**config.mk**
```make
export PLATFORM = sky130hd
export DESIGN_NAME = multicycle_control
export DESIGN_NICKNAME = d
export VERILOG_FILES = /design/src/rtl/multicycle_control_pkg.sv /design/src/rtl/mc_output_decode.sv /design/src/rtl/multicycle_control.sv
export SDC_FILE = /design/constraint.sdc
export NUM_CORES = 1
export LEC_CHECK = 0
export ABC_AREA = 0
export CELL_PAD_IN_SITES_DETAIL_PLACEMENT = 0
export CELL_PAD_IN_SITES_GLOBAL_PLACEMENT = 1
export CORE_ASPECT_RATIO = 0.8
export CORE_MARGIN = 1
export CORE_UTILIZATION = 28
export DETAILED_ROUTE_END_ITERATION = 10
export GPL_TIMING_DRIVEN = 0
export PLACE_DENSITY = 0.83
export SYNTH_ARGS = -nofsm -noshare
export SYNTH_HDL_FRONTEND = slang
export SYNTH_SLANG_ARGS = --single-unit
```
**constraint.sdc**
```tcl
create_clock -name clk -period 3.67 [get_ports clk]
set_clock_uncertainty 0.15 [all_clocks]
set_input_delay 0.367 -clock clk [delete_from_list [all_inputs] [get_ports clk]]
set_output_delay 0.367 -clock clk [all_outputs]
set_load 0.1 [all_outputs]
```
**src/rtl/multicycle_control_pkg.sv**
```systemverilog
// Shared encodings for the multicycle controller: states, opcodes, ALU codes
// and the packed control-word bus handed from the decoder to the top.
package multicycle_control_pkg;

    localparam int unsigned STATE_W  = 4;
    localparam int unsigned OP_W     = 6;
    localparam int unsigned ALUOP_W  = 3;
    localparam int unsigned SEL_W    = 2;

    typedef enum logic [STATE_W-1:0] {
        FETCH    = 4'd0,
        DECODE   = 4'd1,
        MEM_ADDR = 4'd2,
        MEM_RD   = 4'd3,
        MEM_WB   = 4'd4,
        MEM_WR   = 4'd5,
        EXEC_R   = 4'd6,
        R_WB     = 4'd7,
        EXEC_I   = 4'd8,
        I_WB     = 4'd9,
        BRANCH   = 4'd10,
        JUMP     = 4'd11
    } stateT;

    localparam logic [OP_W-1:0] R_TYPE = 6'h00;
    localparam logic [OP_W-1:0] ADDI   = 6'h08;
    localparam logic [OP_W-1:0] ORI    = 6'h0D;
    localparam logic [OP_W-1:0] ANDI   = 6'h0C;
    localparam logic [OP_W-1:0] LW     = 6'h23;
    localparam logic [OP_W-1:0] SW     = 6'h2B;
    localparam logic [OP_W-1:0] BEQ    = 6'h04;
    localparam logic [OP_W-1:0] BNE    = 6'h05;
    localparam logic [OP_W-1:0] J      = 6'h02;

    localparam logic [ALUOP_W-1:0] ALU_RTYPE = 3'b111;
    localparam logic [ALUOP_W-1:0] ALU_ADD   = 3'b110;
    localparam logic [ALUOP_W-1:0] ALU_OR    = 3'b101;
    localparam logic [ALUOP_W-1:0] ALU_AND   = 3'b001;
    localparam logic [ALUOP_W-1:0] ALU_SUB   = 3'b010;

    localparam logic [SEL_W-1:0] SRCB_REG    = 2'b00;
    localparam logic [SEL_W-1:0] SRCB_FOUR   = 2'b01;
    localparam logic [SEL_W-1:0] SRCB_IMM    = 2'b10;
    localparam logic [SEL_W-1:0] SRCB_IMM_SH = 2'b11;

    localparam logic [SEL_W-1:0] PCSRC_ALU    = 2'b00;
    localparam logic [SEL_W-1:0] PCSRC_ALUOUT = 2'b01;
    localparam logic [SEL_W-1:0] PCSRC_JUMP   = 2'b10;

    typedef struct packed {
        logic                pcWrite;
        logic                pcWriteCondEq;
        logic                pcWriteCondNe;
        logic                iOrD;
        logic                memRead;
        logic                memWrite;
        logic                irWrite;
        logic                memToReg;
        logic                regDst;
        logic                regWrite;
        logic                aluSrcA;
        logic [SEL_W-1:0]    aluSrcB;
        logic [SEL_W-1:0]    pcSource;
        logic [ALUOP_W-1:0]  aluOp;
    } ctrlT;

endpackage

```
**src/rtl/mc_output_decode.sv**
```systemverilog
// Moore output decode for the multicycle controller; mem_ready only gates the
// fetch-commit strobes and reset blanks every control.
module mc_output_decode
    import multicycle_control_pkg::*;
(
    input  stateT             state,
    input  logic [OP_W-1:0]   OP,
    input  logic              mem_ready,
    input  logic              reset,
    output ctrlT              ctrl
);

    always_comb begin
        ctrl = '0;
        case (state)
            FETCH: begin
                ctrl.memRead  = 1'b1;
                ctrl.aluSrcB  = SRCB_FOUR;
                ctrl.aluOp    = ALU_ADD;
                ctrl.pcSource = PCSRC_ALU;
                ctrl.irWrite  = mem_ready;
                ctrl.pcWrite  = mem_ready;
            end
            DECODE: begin
                ctrl.aluSrcB = SRCB_IMM_SH;
                ctrl.aluOp   = ALU_ADD;
            end
            MEM_ADDR: begin
                ctrl.aluSrcA = 1'b1;
                ctrl.aluSrcB = SRCB_IMM;
                ctrl.aluOp   = ALU_ADD;
            end
            MEM_RD: begin
                ctrl.memRead = 1'b1;
                ctrl.iOrD    = 1'b1;
            end
            MEM_WB: begin
                ctrl.regWrite = 1'b1;
                ctrl.memToReg = 1'b1;
            end
            MEM_WR: begin
                ctrl.memWrite = 1'b1;
                ctrl.iOrD     = 1'b1;
            end
            EXEC_R: begin
                ctrl.aluSrcA = 1'b1;
                ctrl.aluSrcB = SRCB_REG;
                ctrl.aluOp   = ALU_RTYPE;
            end
            R_WB: begin
                ctrl.regWrite = 1'b1;
                ctrl.regDst   = 1'b1;
            end
            EXEC_I: begin
                ctrl.aluSrcA = 1'b1;
                ctrl.aluSrcB = SRCB_IMM;
                case (OP)
                    ORI:     ctrl.aluOp = ALU_OR;
                    ANDI:    ctrl.aluOp = ALU_AND;
                    default: ctrl.aluOp = ALU_ADD;
                endcase
            end
            I_WB: begin
                ctrl.regWrite = 1'b1;
            end
            BRANCH: begin
                ctrl.aluSrcA       = 1'b1;
                ctrl.aluSrcB       = SRCB_REG;
                ctrl.aluOp         = ALU_SUB;
                ctrl.pcSource      = PCSRC_ALUOUT;
                ctrl.pcWriteCondEq = (OP == BEQ);
                ctrl.pcWriteCondNe = (OP == BNE);
            end
            JUMP: begin
                ctrl.pcWrite  = 1'b1;
                ctrl.pcSource = PCSRC_JUMP;
            end
            default: ;
        endcase
        // Blank everything under reset so an interrupted instruction commits nothing
        if (reset) begin
            ctrl = '0;
        end
    end

endmodule

```
**src/rtl/multicycle_control.sv**
```systemverilog
// Multicycle datapath controller: one state register, next-state logic here,
// control decode in mc_output_decode.
module multicycle_control
    import multicycle_control_pkg::*;
(
    input  logic                clk,
    input  logic                reset,
    input  logic [OP_W-1:0]     OP,
    input  logic                mem_ready,
    output logic                PCWrite,
    output logic                PCWriteCondEQ,
    output logic                PCWriteCondNE,
    output logic                IorD,
    output logic                MemRead,
    output logic                MemWrite,
    output logic                IRWrite,
    output logic                MemtoReg,
    output logic                RegDst,
    output logic                RegWrite,
    output logic                ALUSrcA,
    output logic [SEL_W-1:0]    ALUSrcB,
    output logic [SEL_W-1:0]    PCSource,
    output logic [ALUOP_W-1:0]  ALUOp,
    output logic [STATE_W-1:0]  state
);

    stateT stateReg;
    stateT nextState;
    ctrlT  ctrl;

    always_ff @(posedge clk) begin
        if (reset) begin
            stateReg <= FETCH;
        end else begin
            stateReg <= nextState;
        end
    end

    // OP is only consulted in the states that branch on it
    always_comb begin
        nextState = FETCH;
        case (stateReg)
            FETCH:    nextState = mem_ready ? DECODE : FETCH;
            DECODE: begin
                case (OP)
                    R_TYPE:           nextState = EXEC_R;
                    ADDI, ORI, ANDI:  nextState = EXEC_I;
                    LW, SW:           nextState = MEM_ADDR;
                    BEQ, BNE:         nextState = BRANCH;
                    J:                nextState = JUMP;
                    default:          nextState = FETCH;
                endcase
            end
            MEM_ADDR: nextState = (OP == LW) ? MEM_RD : MEM_WR;
            MEM_RD:   nextState = mem_ready ? MEM_WB : MEM_RD;
            MEM_WR:   nextState = mem_ready ? FETCH : MEM_WR;
            EXEC_R:   nextState = R_WB;
            EXEC_I:   nextState = I_WB;
            default:  nextState = FETCH;
        endcase
    end

    mc_output_decode uDecode (
        .state     (stateReg),
        .OP        (OP),
        .mem_ready (mem_ready),
        .reset     (reset),
        .ctrl      (ctrl)
    );

    assign PCWrite       = ctrl.pcWrite;
    assign PCWriteCondEQ = ctrl.pcWriteCondEq;
    assign PCWriteCondNE = ctrl.pcWriteCondNe;
    assign IorD          = ctrl.iOrD;
    assign MemRead       = ctrl.memRead;
    assign MemWrite      = ctrl.memWrite;
    assign IRWrite       = ctrl.irWrite;
    assign MemtoReg      = ctrl.memToReg;
    assign RegDst        = ctrl.regDst;
    assign RegWrite      = ctrl.regWrite;
    assign ALUSrcA       = ctrl.aluSrcA;
    assign ALUSrcB       = ctrl.aluSrcB;
    assign PCSource      = ctrl.pcSource;
    assign ALUOp         = ctrl.aluOp;
    assign state         = STATE_W'(stateReg);

endmodule
```
==> results.yml <==
logic_synthesis:
  synth_compound_area_share_pct: 33.6
  yosysMostFrequentCell: "nor2_1"
  synthCells: 104
  synthTopCellsByArea: "dfxtp_1 13%, a21oi_1 8.6%, nor2_1 7.6%, nand2_1 6.4%, o21ai_0 4.7%"
  synth-simple-area-share_pct: 41.2
  ys_types: 35
  synth_xor_area_share_pct: 1.37
  ys_ff_latch: 4
  yosysSeqAreaShare_pct: 12.5
  synthArstFlopShare_pct: 0
  synth_area_per_cell_um2: 6.16
  ys.flop_type: "dfxtp_1"
  synthAdderAreaFrac_pct: 0
  synth_top_family_by_area: "simple AND/OR/NAND/NOR gates"
  yosys_warnings: 0
  ys_top_cells_by_count: "13 x nor2_1, 11 x a21oi_1, 11 x nand2_1"
  synth_edf_count: 0
  synth_area_um2: 641
  synth_top_area_share_pct: 12.5
  yosys.area.top_type: "dfxtp_1"
  muxShareOfSynthArea_pct: 0
  synth_nets: 113
route:
  drt_iter0_markers: 34
  wl_met1_um: 1210
  detail_route.first_pass.iterations: 4
  met2WireLength_um: 1110
  num_vias: 928
  detail_route.wl_per_cell_um: 14.9
  wl_met3_um: 99
  vias_per_cell: 5.73
  routed_wl_um: 2420
  top_layer: "met3"
  ant_nets: 0
  drc: 0
placement:
  portBuffers: 30
  dp_hpwl_um: 1850
  place.gp.congestion: 0.848
  place_inst: 159
floorplan:
  std_cell_rows: 15
  design.die.area_mm2: 0.00248
  io_pins: 31
  initial_core_util_pct: 29.7
  fp.dieH_um: 44.8
  core-area_mm2: 0.00216
  die_w_um: 55.5
setup_path:
  path_cells: "clkdlybuf4s50_1, or4_1, nor4_2, clkdlybuf4s50_1"
  cp.buffers_inverters: 2
  end_kind: "output pin"
  critPathMaxFanout: 5
  worst_ep_arrival_time_ns: 2.90
  cpMostUsedCell: "clkdlybuf4s50_1"
  critPathLaunchType: "primary input"
  r2r_slack_ns: 2.09
  cpMaxStageDelayCell: "clkdlybuf4s50_1"
  cp_data_required_time_ns: 3.15
  cpPeakStageDelay_ns: 1.17
  cpLargestDelayFamily: "buffers and inverters"
  crit_type: "in -> out"
clock_tree:
  cts_hold_buf: 0
  clock_latency_ns: 0.24
  cts_tree: "done"
  cts.htree.levels: 1
  clock_path_buffers: 2
  cts_root_buf: "clkbuf_4"
  cts_buffers: 3
  clkTransAtPathRegs_ns: 0.04
  cts_setup_buffers: 0
  clock_sinks: 4
  post_cts_resized: 0
sta:
  slew_headroom_pct: 34.7
  hold_viol_final: 0
  setup_viol: 0
  fin_crit_sh_pct: 93.1
  tightest_slew_ns: 0.976
  rsz0062_at_grt: "no"
  max_freq_ghz: 0.293
  period_needed_ns: 3.42
  drv_slew: 0
power_and_ir_drop:
  internal_power_uw: 114
  clock_power_share_pct: 25.3
  share_comb_of_total_power_pct: 53.0
  leakage_nw: 0.369
  p_sw_uw: 102
  switching_share_pct: 47.4
  peakVddDrop_mv: 0.159
  total_power_uw: 216
  p_seq_share_pct: 21.7
  p_per_area_mw_per_mm2: 207
grt:
  grt_max_degree: 11
  antenna_found_initial: 0
  track_usage_pct: 20.5
  overflow: 0
  grt_first_pass_wirelength_um: 4020
  grt_pass1_vias: 830
cells_and_area:
  utilization_pct: 48.4
  n_antenna_cell: 0
  area_growth_pct: 63.1
  fillCellCount: 248
  nets: 148
  largest_register_ffs: 4
  drive_above_1_share_pct: 13.9
  multi_input_area_um2: 538
  fin_cells: 162
  final-seq-area_um2: 80.1
outcome:
  status: "finished, final reports clean"
min_path:
  worstHoldPathType: "reg -> reg"
run:
  maxCapViolCount: 0
[layout by cell type, fill, tap and decap left out, drive strengths merged]
cell	instances
clkdlybuf4s50	30
nor2	13
nand2	11
a21oi	11
inv	7
o21ai	6
buf	6
nor3	5
nand2b	4
dfxtp	4
clkbuf	4
or4	3
or3	3
a31oi	3
nor4	3
or2	2
a2111oi	2
a21o	2
o22ai	2
nor2b	1
a41oi	1
and2b	1
nand4	1
a211oi	1
xnor2	1
and4	1
or3b	1
o311ai	1
a211o	1
nor4b	1
a221oi	1
nand3	1
o31ai	1
o21a	1
o22a	1
[logic make-up after synthesis]
group           after synthesis
xor+xnor                      1
flops                         4
simple gates                 51
compound gates               34
buf+inv                      14
[worst paths after layout]
kind / start / to / cells past startpoint
hold / removal: state[2] / state[1] / 3
setup reg to reg: state[2] / state[0] / 5
hold reg to reg: state[2] / state[1] / 3
setup / recovery: reset / PCWriteCondNE / 4
[layer usage]
layer | track usage (%) | vias to the layer above
met1 | 28.7 | 440
met4 | 4.50 | 0
met2 | 33.7 | 27
met5 | 0 | -
li1 | - | 461
met3 | 3.44 | 0
[power groups by stage]
stage / Sequential (mW) / Clock (mW) / Combinational [mW]
global route: 0.0471 / 0.0592 / 0.121
floorplan: 0.0560 / 0 / 0.0707
finish: 0.0470 / 0.0546 / 0.114
CTS: 0.0469 / 0.0564 / 0.115
detailed placement: 0.0475 / 0 / 0.114
global placement: 0.0477 / 0 / 0.113
[worst min-delay path, cell delays in order, from the launching register on]
cell	delay [ns]
dfxtp_1	0.38
or4_1	0.13
a21o_1	0.08
a31oi_1	0.07
[per-stage QoR]
stage | TNS, ns | setup slack [ns] | instance area, um^2 | hold slack, ns
2_1_floorplan | -1.30 | -0.392 | 691 | 0.421
3_3_place_gp | 0 | 0.266 | 1020 | 0.558
3_5_place_dp | 0 | 0.253 | 1020 | 0.549
4_1_cts | 0 | 0.247 | 1040 | 0.557
5_1_grt | 0 | 0.146 | 1040 | 0.597
6_report | 0 | 0.251 | 1040 | 0.563
[area by class of cell]
cell class	instances	share of cell area [%]
sequential	4	7.66
buffer	7	4.43
tap	25	2.99
multi-input combinational	86	51.5
inverter	7	2.51
clock buffer	3	2.16
timing repair buffer	30	28.7
Power figures use the tool's default switching activity.
